`config.mk`:
```
export PLATFORM = sky130hd
export DESIGN_NAME = gpr_wr_arbiter
export DESIGN_NICKNAME = d
export VERILOG_FILES = /design/src/rtl/gpr_wr_arbiter.sv
export SDC_FILE = /design/constraint.sdc
export NUM_CORES = 1
export LEC_CHECK = 0
export BUFFER_PORTS_ARGS = -buffer_cell sky130_fd_sc_hd__buf_4
export CAP_MARGIN = 20
export CORE_MARGIN = 2
export CORE_UTILIZATION = 45
export CTS_CLUSTER_SIZE = 16
export DETAILED_ROUTE_END_ITERATION = 10
export GPL_ROUTABILITY_DRIVEN = 0
export PLACE_DENSITY_LB_ADDON = 0.25
export SLEW_MARGIN = 20
export SYNTH_ARGS = -nofsm -noshare
export SYNTH_HDL_FRONTEND = slang
export SYNTH_SLANG_ARGS = --single-unit
```
`constraint.sdc`:
```
create_clock -name clk -period 2.47 [get_ports clk]
set_input_delay 0.247 -clock clk [delete_from_list [all_inputs] [get_ports clk]]
set_output_delay 0.247 -clock clk [all_outputs]
set_load 0.01 [all_outputs]
```
`src/rtl/gpr_wr_arbiter.sv`:
```
// gpr_wr_arbiter
//   Arbitrates the single GPR write port between the datapath writeback (req0)
//   and the multi-cycle mul/div unit (req1). The grant is combinational and is
//   returned as reqN_ready. The winning write is registered onto GPRWr/rw/WD,
//   which drive the register file directly.
//   A pending bit per register marks destinations of mul/div ops in flight.
//   req0 is held off on a pending destination so its write cannot be
//   overtaken by an older mul/div result.
//   rs_busy/rt_busy flag a source operand that is pending, or that is being
//   written this cycle.
// Ports
//   clk, rst                 clock; asynchronous active-high reset
//   req0_valid/rw/wd, ready  datapath writeback request and its grant
//   req1_valid/rw/wd, ready  mul/div writeback request and its grant
//   issue_valid, issue_rw    mul/div launch; marks issue_rw pending
//   rs, rt -> rs_busy/rt_busy  source-operand hazard flags (combinational)
//   GPRWr, rw, WD            registered GPR write port
module gpr_wr_arbiter #(
  parameter int DW    = 32,
  parameter int AW    = 5,
  parameter int RR_EN = 1
) (
  input  logic          clk,
  input  logic          rst,
  input  logic          req0_valid,
  input  logic [AW-1:0] req0_rw,
  input  logic [DW-1:0] req0_wd,
  output logic          req0_ready,
  input  logic          req1_valid,
  input  logic [AW-1:0] req1_rw,
  input  logic [DW-1:0] req1_wd,
  output logic          req1_ready,
  input  logic          issue_valid,
  input  logic [AW-1:0] issue_rw,
  input  logic [AW-1:0] rs,
  input  logic [AW-1:0] rt,
  output logic          rs_busy,
  output logic          rt_busy,
  output logic          GPRWr,
  output logic [AW-1:0] rw,
  output logic [DW-1:0] WD
);

  localparam int NREG = 1 << AW;

  logic [NREG-1:0] pending_q, pending_d;
  logic            last_grant_q, last_grant_d;  // 0 = req0, 1 = req1
  logic            gpr_wr_q, gpr_wr_d;
  logic [AW-1:0]   rw_q, rw_d;
  logic [DW-1:0]   wd_q, wd_d;
  logic            elig0, elig1, grant0, grant1;

  // Grant. A grant is only ever given to a valid requester, so a grant is
  // also the handshake.
  always_comb begin
    elig0  = req0_valid && !(pending_q[req0_rw] && (req0_rw != '0));
    elig1  = req1_valid;
    grant0 = 1'b0;
    grant1 = 1'b0;
    if (elig0 && elig1) begin
      // Round-robin picks the side that did not win last time.
      if ((RR_EN != 0) && !last_grant_q) grant1 = 1'b1;
      else                               grant0 = 1'b1;
    end else begin
      grant0 = elig0;
      grant1 = elig1;
    end
  end

  assign req0_ready = grant0;
  assign req1_ready = grant1;

  // Next state for the write port, the arbiter history and the pending bits.
  always_comb begin
    last_grant_d = last_grant_q;
    gpr_wr_d     = 1'b0;
    rw_d         = rw_q;
    wd_d         = wd_q;
    pending_d    = pending_q;
    if (grant0) begin
      last_grant_d = 1'b0;
      gpr_wr_d     = (req0_rw != '0);
      rw_d         = req0_rw;
      wd_d         = req0_wd;
    end else if (grant1) begin
      last_grant_d = 1'b1;
      gpr_wr_d     = (req1_rw != '0);
      rw_d         = req1_rw;
      wd_d         = req1_wd;
      pending_d[req1_rw] = 1'b0;
    end
    // The set is applied after the clear, so a new issue wins over a
    // retirement to the same register in the same cycle.
    if (issue_valid && (issue_rw != '0)) pending_d[issue_rw] = 1'b1;
  end

  always_ff @(posedge clk or posedge rst) begin
    if (rst) begin
      pending_q    <= '0;
      last_grant_q <= 1'b1;
      gpr_wr_q     <= 1'b0;
      rw_q         <= '0;
      wd_q         <= '0;
    end else begin
      pending_q    <= pending_d;
      last_grant_q <= last_grant_d;
      gpr_wr_q     <= gpr_wr_d;
      rw_q         <= rw_d;
      wd_q         <= wd_d;
    end
  end

  assign GPRWr = gpr_wr_q;
  assign rw    = rw_q;
  assign WD    = wd_q;

  // Busy covers the commit cycle as well. The register file is only updated
  // at the end of the GPRWr cycle, so a read in that cycle would see stale data.
  assign rs_busy = (rs != '0) && (pending_q[rs] || (gpr_wr_q && (rw_q == rs)));
  assign rt_busy = (rt != '0) && (pending_q[rt] || (gpr_wr_q && (rw_q == rt)));

endmodule

```
# Word level (Yosys, flattened, before mapping)
# Cells that the tools add are included.
[word_totals]
reg_bits = 71
inputBits = 94
output_inout_bits = 42
[classes]
n_lt_le_gt_ge = 7
n_eq_ne = 2
muxes = 25
bitwise_logic = 3
n_reduce_logical = 19
[ops]
columns = ["op", "n"]
rows = [
  ["$mux 32", 5],
  ["$and 32x32->32", 1],
  ["$not 32->32", 1],
  ["$or 32x32->32", 1],
  ["$lt 5x6->1 const B", 5],
  ["$reduce_bool 5->1", 5],
  ["$bmux 1 s5", 3],
  ["$mux 1", 13],
  ["$demux 1 s5", 2],
  ["$eq 5x5->1", 2],
  ["$ge 5x1->1 const B", 2],
  ["$logic_and 1x1->1", 10],
  ["$mux 5", 2],
  ["$logic_or 1x1->1", 2],
  ["$reduce_bool 2->1", 1],
  ["$logic_not 1->1", 1],
]

# Longest topological paths before layout
# Gate-level depths: netlist (run 1).
[depth]
word_depth = 11
ltp_mapped = 9

# Least setup slack after synthesis (run 1)
# Ideal clock, no wire load.
[synth_timing]
path_kind = "input to register"
from = "in req0_rw[0]"
to = "reg pending_q[0]"
setup_time_ps = 139
arrival_ps = 2208
slack_ps = 122
cell_stages = 8
n_path_buf = 2
cell_sequence = "buf_4 buf_6 mux2i_1 mux4_2 a22oi_2 nand3_2 a311oi_4 a31oi_1"
[synth_between]
elab_chain_len = 11
elab_cells_between_ends = 13
[synth_lines]
columns = ["element", "line", "source"]
rows = [
  ["from (decl)", "26", "input logic [AW-1:0] req0_rw,"],
  ["$bmux 1 s5", "56", "elig0 = req0_valid && !(pending_q[req0_rw] && (req0_rw != '0));"],
  ["$mux 1 (not written as such)", "56", ""],
  ["$logic_and 1x1->1 (*)", "56", ""],
  ["$logic_not 1->1 (*)", "56", ""],
  ["$logic_and 1x1->1 (*)", "56", ""],
  ["$logic_and 1x1->1", "60", "if (elig0 && elig1) begin"],
  ["$mux 1", "60", ""],
  ["$mux 32", "85", "end else if (grant1) begin"],
  ["$mux 32 (*)", "80", "if (grant0) begin"],
  ["$or 32x32->32 (no line)", "n/a", ""],
  ["$mux 32 (*)", "94", "if (issue_valid && (issue_rw != '0)) pending_d[issue_rw] = 1'b1;"],
  ["named net pending_d[0]", "46", "logic [NREG-1:0] pending_q, pending_d;"],
  ["to (signal assigned)", "105", "pending_q <= pending_d;"],
  ["to (decl)", "46", ""],
]
# The timed path passes the listed nets; every way through them passes the cells marked *. The select of a mux whose other input is x is not followed.
# A chain may end at the register's enable or synchronous reset.

# Worst setup path in the final report (run 1)
[layout_timing]
from = "reg pending_q[11]"
to = "out req0_ready"
[layout_between]
elab_chain_len = 7
[layout_lines]
columns = ["element", "line", "source"]
rows = [
  ["$bmux 1 s5 (*)", "56", ""],
  ["$mux 1 (not written as such) (*)", "56", ""],
  ["$logic_and 1x1->1 (*)", "56", ""],
  ["$logic_not 1->1 (*)", "56", ""],
  ["$logic_and 1x1->1 (*)", "56", ""],
  ["$logic_and 1x1->1", "60", ""],
  ["$mux 1 (*)", "60", ""],
  ["to (decl)", "28", "output logic req0_ready,"],
]
# Mark *: on every way between the ends. The rest lies on a longest branch, timed or not. The select of a mux whose other input is x is not followed.

==> results.toml, run 1 <==
[outcome]
status = "finished clean"

[drt]
routed_via_density = 6.321
dr.first_iter.drc_count = 846
wl_met2_um = 9265
route.detailed.drc = 0
routedWlPerCell_um = 19.85
drt-met1-wl_um = 7679
wl_met3_um = 1799
drt_first_pass_iters = 5
num_vias = 6068
ant_nets = 0
drt_wl_total_um = 19050
top_layer_used = "met4"

[layout]
nFillCells = 1057
syn2layout_area_growth_pct = 31.56
stdcell_count = 960
finalNetCount = 903
fin_area_um2 = 7287
antennaDiodeCount = 0
drive_gt1_share_pct = 28.66

[yosys]
synth_cells = 670
netlist_area_um2 = 5539
synthTopCellsByCount = "102 x o21ai_0, 75 x nor2_1, 72 x inv_1"
avgSynthCellArea_um2 = 8.267
seq_area_frac_synth_pct = 32.10
synth_seq_cells = 71
synth_top_area_cell = "dfrtp_1"
synth_ff_type = "dfrtp_1"
synth-edff-count = 0
async_flop_share_pct = 100.0
synthDominantCellAreaShare_pct = 31.62
synth_warnings = 0
synthDistinctLibCells = 42
synth_most_common_cell = "o21ai_0"
synth_nets = 764
synthTopCellsByArea = "dfrtp_1 32%, mux4_2 10%, o21ai_0 9.2%, nor2_1 5.1%, o311ai_0 5.1%"

[sta]
fin_crit_ns = 2.435
slew_viol_final = 0
worst_slack_ns = 0.03535
fmax_ghz = 0.4107
max_slew_margin_pct = 44.88
skew_ns = 0.004290
hold_viol_final = 0
worst_slew_pin_slew_ns = 0.8257
setup_viol = 0
rsz0062_at_grt = "yes"
finalSetupTns_ns = 0
fin_hold_ws_ns = 0.07704
fin_crit_sh_pct = 98.57

[power_and_ir_drop]
power.net_switching_w = 0.001276
cellLeakagePower_nw = 3.443
powerDensity_nw_per_um2 = 535.1
swShare_pct = 32.73
pwr-share-clk_pct = 31.7
combPwrFrac_pct = 31.1
seqPwrFrac_pct = 37.2
vdd.ir_drop.worst_v = 0.0003511
cell_internal_pwr_w = 0.002623

[global_routing]
antenna_found_initial = 0
grt_start_max_net_pins = 60
grt_pass1_wl_um = 29940
grt_use_total_pct = 28.74
grt_pass1_vias = 5903
gr-total-overflow = 0

[clocking]
cts_tree = "built"
root_buffer = "clkbuf_16"
cts.path.max_buffers = 2
cts_num_sinks = 71
clkTransAtPathRegs_ns = 0.05
insertion_delay_ns = 0.34
htree_levels = 3
cts_made_buffers = 9

[floorplan]
start_util_pct = 46.11
die_x_um = 114.9
fp-row-count = 40
fp.coreArea_um2 = 12010
fp.dieH_um = 114.9
floorplan.die_area_um2 = 13210
io-pin-count = 136

[place]
dp_hpwl_um = 12900
place_inst = 931
place_area_um2 = 6829
dp_slack_ns = -0.04741
io_buffers = 135

[critical_path]
crit_required_ns = 2.22
cp-end-kind = "primary output"
critPathKind = "reg2out"
crit_arrival_ns = 2.19
startpoint_type = "register"
crit_fanout = 8

[run]
maxCapViolations = 0

[worst_hold_path]
min-delay-path-class = "in2async"
==> registers in the layout, indices dropped and copies added, names as in the netlist <==
register	flops
last_grant_q	1
WD	32
rw	5
GPRWr	1
pending_q	32
==> power by group through the flow <==
stage / logic (W) / registers [W] / clock network (W)
floorplan: 0.000610 / 0.00146 / 0
global placement: 0.00115 / 0.00146 / 0
detailed placement: 0.00118 / 0.00147 / 0
CTS: 0.00119 / 0.00145 / 0.00125
global route: 0.00132 / 0.00147 / 0.00131
finish: 0.00121 / 0.00145 / 0.00124
==> critical path, stage by stage, from the launching register on <==
cell and delay, ns:
dfrtp_1 0.42, mux2i_1 0.10, mux4_2 0.49, a22oi_2 0.28
buf_4 0.18, a31o_4 0.21, nor2_4 0.06, buf_6 0.11
==> cells in the final DEF (no fill, tap or decap), types with 2 or more instances in the layout <==
master	instances
and3_1	4
mux2i_1	12
a22oi_1	30
buf_6	9
nor2_1	74
or4_1	2
inv_2	2
a311oi_4	2
mux4_2	25
and3b_1	2
o21ai_0	95
a221oi_1	4
clkbuf_1	3
xnor2_1	2
a211oi_1	33
o2111a_1	2
nand2b_1	34
buf_12	3
nand4_1	32
o21ai_2	2
clkbuf_8	3
xor2_1	8
nand2_1	41
inv_1	70
nor3b_1	5
nor4_1	2
nand3_1	6
dfrtp_1	69
buf_4	168
o21ai_1	5
clkbuf_16	9
nor3_1	6
o311ai_0	32
==> layer usage <==
layer,vias to the layer above,global-route usage (%)
li1,2750,-
met1,2924,38.81
met2,360,46.86
met3,34,6.115
met4,0,8.434
met5,-,0
==> cell families after synthesis <==
logic type,share of synthesized area (%)
buf+inv,8.697
simple gates,19.02
mux,12.33
xor+xnor,1.581
compound gates,26.27
flops,32.10
==> final timing paths <==
path | depth (start not counted) | to | startpoint | slack [ns]
setup reg to reg | 8 | pending_q[8] | pending_q[11] | 0.08
hold / removal | 2 | WD[25] | rst | 0.08
setup / recovery | 7 | req0_ready | pending_q[11] | 0.04
max in group asynchronous | 3 | pending_q[7] | rst | 1.68
hold reg to reg | 2 | pending_q[0] | pending_q[0] | 0.55
min in group clk | 3 | WD[6] | req0_wd[6] | 0.16
==> per-stage QoR <==
stage	total power [W]	util (%)
3_3_place_gp	0.002603	56.85
2_1_floorplan	0.002073	-
3_5_place_dp	0.002644	56.85
4_1_cts	0.003892	59.83
5_1_grt	0.004098	60.67
6_report	0.003900	60.67
==> timing repair <==
| item | in CTS | in global routing |
|---|---|---|
| setup endpoints to repair | 2 | 14 |
| setup buffers | 8 | 6 |
| pin swaps | 2 | 6 |
| hold buffers | 0 | 0 |
| gates resized for setup | 3 | 22 |
==> area by class of cell <==
| type | count | area (um^2) | area share (%) |
|---|---|---|---|
| Tap cell | 147 | 183.9 | 2.524 |
| Inverter | 72 | 270.3 | 3.709 |
| Clock buffer | 15 | 277.8 | 3.812 |
| Multi-Input combinational cell | 475 | 3353 | 46.02 |
| Sequential cell | 71 | 1779 | 24.42 |
| Timing Repair Buffer | 180 | 1423 | 19.52 |
Note: power is estimated with default switching activity, not from simulation.
==> inputs of run 2 (changes only) <==
Clock period 2.47 ns to 2.6 ns, I/O delays scaled along.
==> run 2 against run 1 <==
Setup slack improved by 0.055 ns. Cell count decreased by 2.0%. Die area unchanged. Core utilization decreased by 1.3 points. Via count is 1.5% lower. Critical path depth did not move. Wire length fell by 1.7%. Flip-flop and latch count unchanged. Largest cell class unchanged. Largest power group unchanged. Highest routed layer unchanged.
==> results.toml, run 2 (synthesized netlist as in run 1, its figures left out) <==
[drt]
drt_first_pass_iters = 8
num_vias = 5975
drt_wl_total_um = 18720
route.detailed.drc = 0
ant_nets = 0
routed_via_density = 6.350
routedWlPerCell_um = 19.90
dr.first_iter.drc_count = 637

[sta]
finalSetupTns_ns = 0
slew_viol_final = 0
setup_viol = 0
skew_ns = 0.007461
fin_crit_sh_pct = 96.53
fin_crit_ns = 2.510
worst_slew_pin_slew_ns = 0.8866
max_slew_margin_pct = 40.80
hold_viol_final = 0
fin_hold_ws_ns = 0.1177
rsz0062_at_grt = "no"
fmax_ghz = 0.3984

[critical_path]
critPathKind = "reg2out"
crit_fanout = 5
worstPathCellList = "mux2i_1 -> mux4_2 -> a22oi_2 -> and3_4 -> o21ai_1 -> inv_2 -> buf_4"
critical-path-slowest-cell = "mux4_2"
startpoint_type = "register"
cp_top_family = "multiplexers"
crit_arrival_ns = 2.25
cp-end-kind = "primary output"
crit_required_ns = 2.34
crit_buf_inv = 2
reg2reg_setup_slack_ns = 0.21
slowest_delay_ns = 0.49

[clocking]
htree_levels = 3
cts_num_sinks = 71
root_buffer = "clkbuf_16"
insertion_delay_ns = 0.34
cts_tree = "built"
cts_hold_buf = 0
clkTransAtPathRegs_ns = 0.06
cts_made_buffers = 9
cts.path.max_buffers = 2

[global_routing]
grt_pass1_wl_um = 29690
grt_pass1_vias = 5822
grt_start_max_net_pins = 60
antenna_found_initial = 0
grt_use_total_pct = 28.24
gr-total-overflow = 0

[place]
io_buffers = 135
dp_hpwl_um = 12570
place_inst = 922
place_area_um2 = 6761

[layout]
nFillCells = 1036
syn2layout_area_growth_pct = 28.73
antennaDiodeCount = 0
mostFrequentLayoutCell = "buf_4"
finalNetCount = 883
final_cell_mix = "156 x buf_4, 101 x o21ai_0, 75 x nor2_1"
drive_gt1_share_pct = 27.46
ff_latch_area_um2 = 1785
fin_area_um2 = 7131
stdcell_count = 941
multi_input_area_um2 = 3338

[power_and_ir_drop]
seqPwrFrac_pct = 36.6
cell_internal_pwr_w = 0.002570
pwr-share-clk_pct = 34.3
swShare_pct = 32.49
cellLeakagePower_nw = 3.359
vdd.ir_drop.worst_v = 0.0003140
power.net_switching_w = 0.001237
powerDensity_nw_per_um2 = 533.9
combPwrFrac_pct = 29.1

[floorplan]
fp.dieH_um = 114.9
fp-row-count = 40
fp.coreArea_um2 = 12010
die_x_um = 114.9
start_util_pct = 46.11
floorplan.die_area_um2 = 13210
io-pin-count = 136

[outcome]
status = "finished clean"

[worst_hold_path]
min-delay-path-class = "in2async"

[run]
maxCapViolations = 0
## run 2: changes by cell type in the layout (fill, tap and decap cells not counted), sizes merged
| cell | before | now |
|---|---|---|
| bufinv | 0 | 1 |
| buf | 180 | 160 |
| clkbuf | 15 | 13 |
| clkinv | 0 | 2 |
## run 2: power by group through the flow
stage | logic [W] | registers (W) | clock network, W
after floorplan | 0.000580 | 0.00139 | 0
after global placement | 0.00106 | 0.00140 | 0
after detailed placement | 0.00109 | 0.00140 | 0
after CTS | 0.00109 | 0.00138 | 0.00131
after global routing | 0.00122 | 0.00140 | 0.00137
final | 0.00111 | 0.00139 | 0.00131
## run 2: routing by layer
layer	wire, um	vias up	part of all wire, %	global-route usage, %
li1	-	2709	-	-
met1	7767	2884	41	39.59
met2	8735	353	47	43.96
met3	1924	29	10	6.484
met5	0	-	0	0
met4	295	0	1.6	8.353
## run 2: final timing paths
check,startpoint,to,depth (start not counted)
setup / recovery,pending_q[11],req1_ready,7
hold / removal,rst,WD[25],2
setup reg to reg,pending_q[11],WD[27],8
hold reg to reg,pending_q[23],pending_q[23],2
max in group asynchronous,rst,pending_q[5],3
min in group clk,req0_wd[6],WD[6],3
## run 2: final cells by class
type	instances	area share (%)
multi-input cells	475	46.82
repair buffers	160	17.42
inverters	72	3.790
clock buffers	13	3.790
flip-flops and latches	71	25.04
clock inverters	3	0.5615
well taps	147	2.579
## run 2: through the flow
stage | utilization [%] | power (W) | setup WS [ns]
after floorplan | - | 0.001969 | 0.2395
after global placement | 56.29 | 0.002451 | 0.1461
after detailed placement | 56.29 | 0.002491 | 0.06239
after CTS | 58.95 | 0.003792 | 0.02534
after global routing | 59.36 | 0.003986 | 0.02423
final | 59.36 | 0.003807 | 0.09012
## run 2: worst register-to-register path, delay by kind of cell, from the launching register on
kind	cells	cell delay, ns
compound gates	3	0.52
simple gates	1	0.17
flops	1	0.43
buf+inv	2	0.52
mux	2	0.61
## run 2: timing repair
item	4_1_cts	5_1_grt
pin swaps	0	2
endpoints found under the setup margin	2	7
buffers inserted	0	3
gates resized for setup	2	10
hold endpoints to repair	0	0
==> inputs of run 3 (changes only) <==
Settings changed: CORE_ASPECT_RATIO set to 1.1.
Clock period 2.6 ns to 2.1 ns, I/O delays scaled along.
==> run 3 against run 2 <==
Largest cell class unchanged. Combinational power is 86% higher. The flow now finishes with violations (setup timing). Sequential power up 24%. Flip-flop and latch count did not move. Hold slack improved by 0.013 ns. Via count grew 19%. Sequential share of layout area decreased by 5.4 points. Setup slack worse by 0.42 ns.
==> results.toml, run 3 (synthesized netlist as in run 1, its figures left out) <==
[outcome]
status = "complete, but fails checks"
violations = "setup timing"

[sta]
fin_crit_ns = 2.435
rsz0062_at_grt = "yes"
worst_slew_pin_slew_ns = 0.8096
hold_viol_final = 0
slew_viol_final = 0
skew_ns = 0.01976
fin_crit_sh_pct = 115.9
setup_viol = 73
fmax_ghz = 0.4107
max_slew_margin_pct = 46.02
worst_slack_ns = -0.3346

[critical_path]
crit_fanout = 4
cp_top_family = "multiplexers"
startpoint_type = "register"
critical-path-slowest-cell = "mux4_2"
crit_arrival_ns = 2.22
critPathKind = "reg2out"
reg2reg_setup_slack_ns = -0.32
cp-end-kind = "primary output"
critPathCapture = "rs_busy"
worstPathCellList = "buf_4 -> mux4_2 -> mux4_2 -> o21ai_2 -> o21ai_1 -> buf_4"
crit_cells = 6
slowest_delay_ns = 0.50
crit_buf_inv = 2
crit_required_ns = 1.89
timing.rr.start = "pending_q[23]"
r2r-end = "WD[30]"
cp-startpoint = "pending_q[18]"
rr_worst_depth = 9

[power_and_ir_drop]
powerDensity_nw_per_um2 = 578.8
cellLeakagePower_nw = 4.179
vdd.ir_drop.worst_v = 0.0004183
finalPower_w = 0.005239

[layout]
antennaDiodeCount = 0
mostFrequentLayoutCell = "buf_4"
syn2layout_area_growth_pct = 63.43
nFillCells = 720
drive_gt1_share_pct = 47.78
final_cell_mix = "182 x buf_4, 70 x dfrtp_1, 70 x inv_1"
finalNetCount = 968

[global_routing]
antenna_found_initial = 0
grt_start_max_net_pins = 53
grt_pass1_vias = 6855
grt_pass1_wl_um = 35900
grt_use_total_pct = 35.31
gr-total-overflow = 0

[floorplan]
fp-row-count = 42
die_x_um = 109.8
fp.coreArea_um2 = 12030
fp.dieH_um = 120.4
floorplan.die_area_um2 = 13210
io-pin-count = 136
start_util_pct = 46.03

[place]
io_buffers = 135
dp_hpwl_um = 13110
dp_slack_ns = -0.3160

[clocking]
cts_num_sinks = 71
clkTransAtPathRegs_ns = 0.07
insertion_delay_ns = 0.36
cts_tree = "built"
root_buffer = "clkbuf_16"
cts_made_buffers = 9
cts.path.max_buffers = 2
htree_levels = 3

[drt]
routedWlPerCell_um = 24.40
dr.first_iter.drc_count = 922
routed_via_density = 6.866
ant_nets = 0
num_vias = 7093
drt-met1-wl_um = 8738
drt_first_pass_iters = 6
wl_met2_um = 11750
wl_met3_um = 3004
route.detailed.drc = 0
drt_wl_total_um = 25210
top_layer_used = "met4"

[worst_hold_path]
min-delay-path-class = "in2reg"

[run]
maxCapViolations = 0
## run 3: cell count changes in the layout (fill, tap and decap cells not counted), sizes merged
cell and change:
clkinvlp +1, buf +83, clkinv +1, dlygate4sd3 +1
bufinv -1
## run 3: routing by layer
layer	global-route usage, %	vias to the layer above
li1	-	2875
met1	45.70	3383
met2	56.02	632
met3	7.332	203
met4	16.85	0
met5	0	-
## run 3: layout make-up
cell class	instances	area, um^2	area share (%)
Clock buffer	12	236.5	2.612
Clock inverter	4	22.52	0.2488
Inverter	72	270.3	2.985
Multi-Input combinational cell	475	4218	46.59
Sequential cell	71	1778	19.64
Tap cell	154	192.7	2.129
Timing Repair Buffer	245	2335	25.79
## run 3: worst min path at each step
| stage | slack, ns | end | depth (start not counted) | startpoint |
|---|---|---|---|---|
| 2_1_floorplan | 0.34 | WD[0] | 2 | req0_wd[0] |
| 3_3_place_gp | 0.24 | WD[27] | 2 | rst |
| 3_5_place_dp | 0.24 | WD[27] | 2 | rst |
| 4_1_cts | 0.12 | WD[3] | 3 | req0_wd[3] |
| 5_1_grt | 0.14 | WD[3] | 3 | req0_wd[3] |
| 6_report | 0.13 | WD[7] | 3 | req0_wd[7] |
## run 3: what timing repair did
action / CTS / global route
hold endpoints to repair: 15 / 0
resized for setup: 219 / 85
cloned: 11 / 1
endpoints found under the setup margin: 72 / 72
buffers inserted: 26 / 14
pin swaps: 64 / 44
hold buffers: 1 / 0
## run 3: power breakdown
group          internal [W]  total (W)  switching [W]
clock              0.000796    0.00145       0.000651
combinational      0.000961    0.00207        0.00111
sequential          0.00153    0.00172       0.000190
total               0.00329    0.00524        0.00195
## run 3: through the flow
step	area, um^2	instances	setup TNS, ns	hold WS [ns]	utilization [%]
CTS	8667	1030	-8.086	0.1188	72.02
detailed placement	7194	976	-18.69	0.2432	59.78
floorplan	5605	670	-3.924	0.3378	-
global route	9052	1033	-18.40	0.1384	75.22
global placement	7194	976	-16.12	0.2404	59.78
finish	9052	1033	-15.12	0.1304	75.22
## run 3: tightest hold or removal path, stage by stage
cell and delay (ns):
buf_4 0.12, inv_1 0.06, a211oi_2 0.06
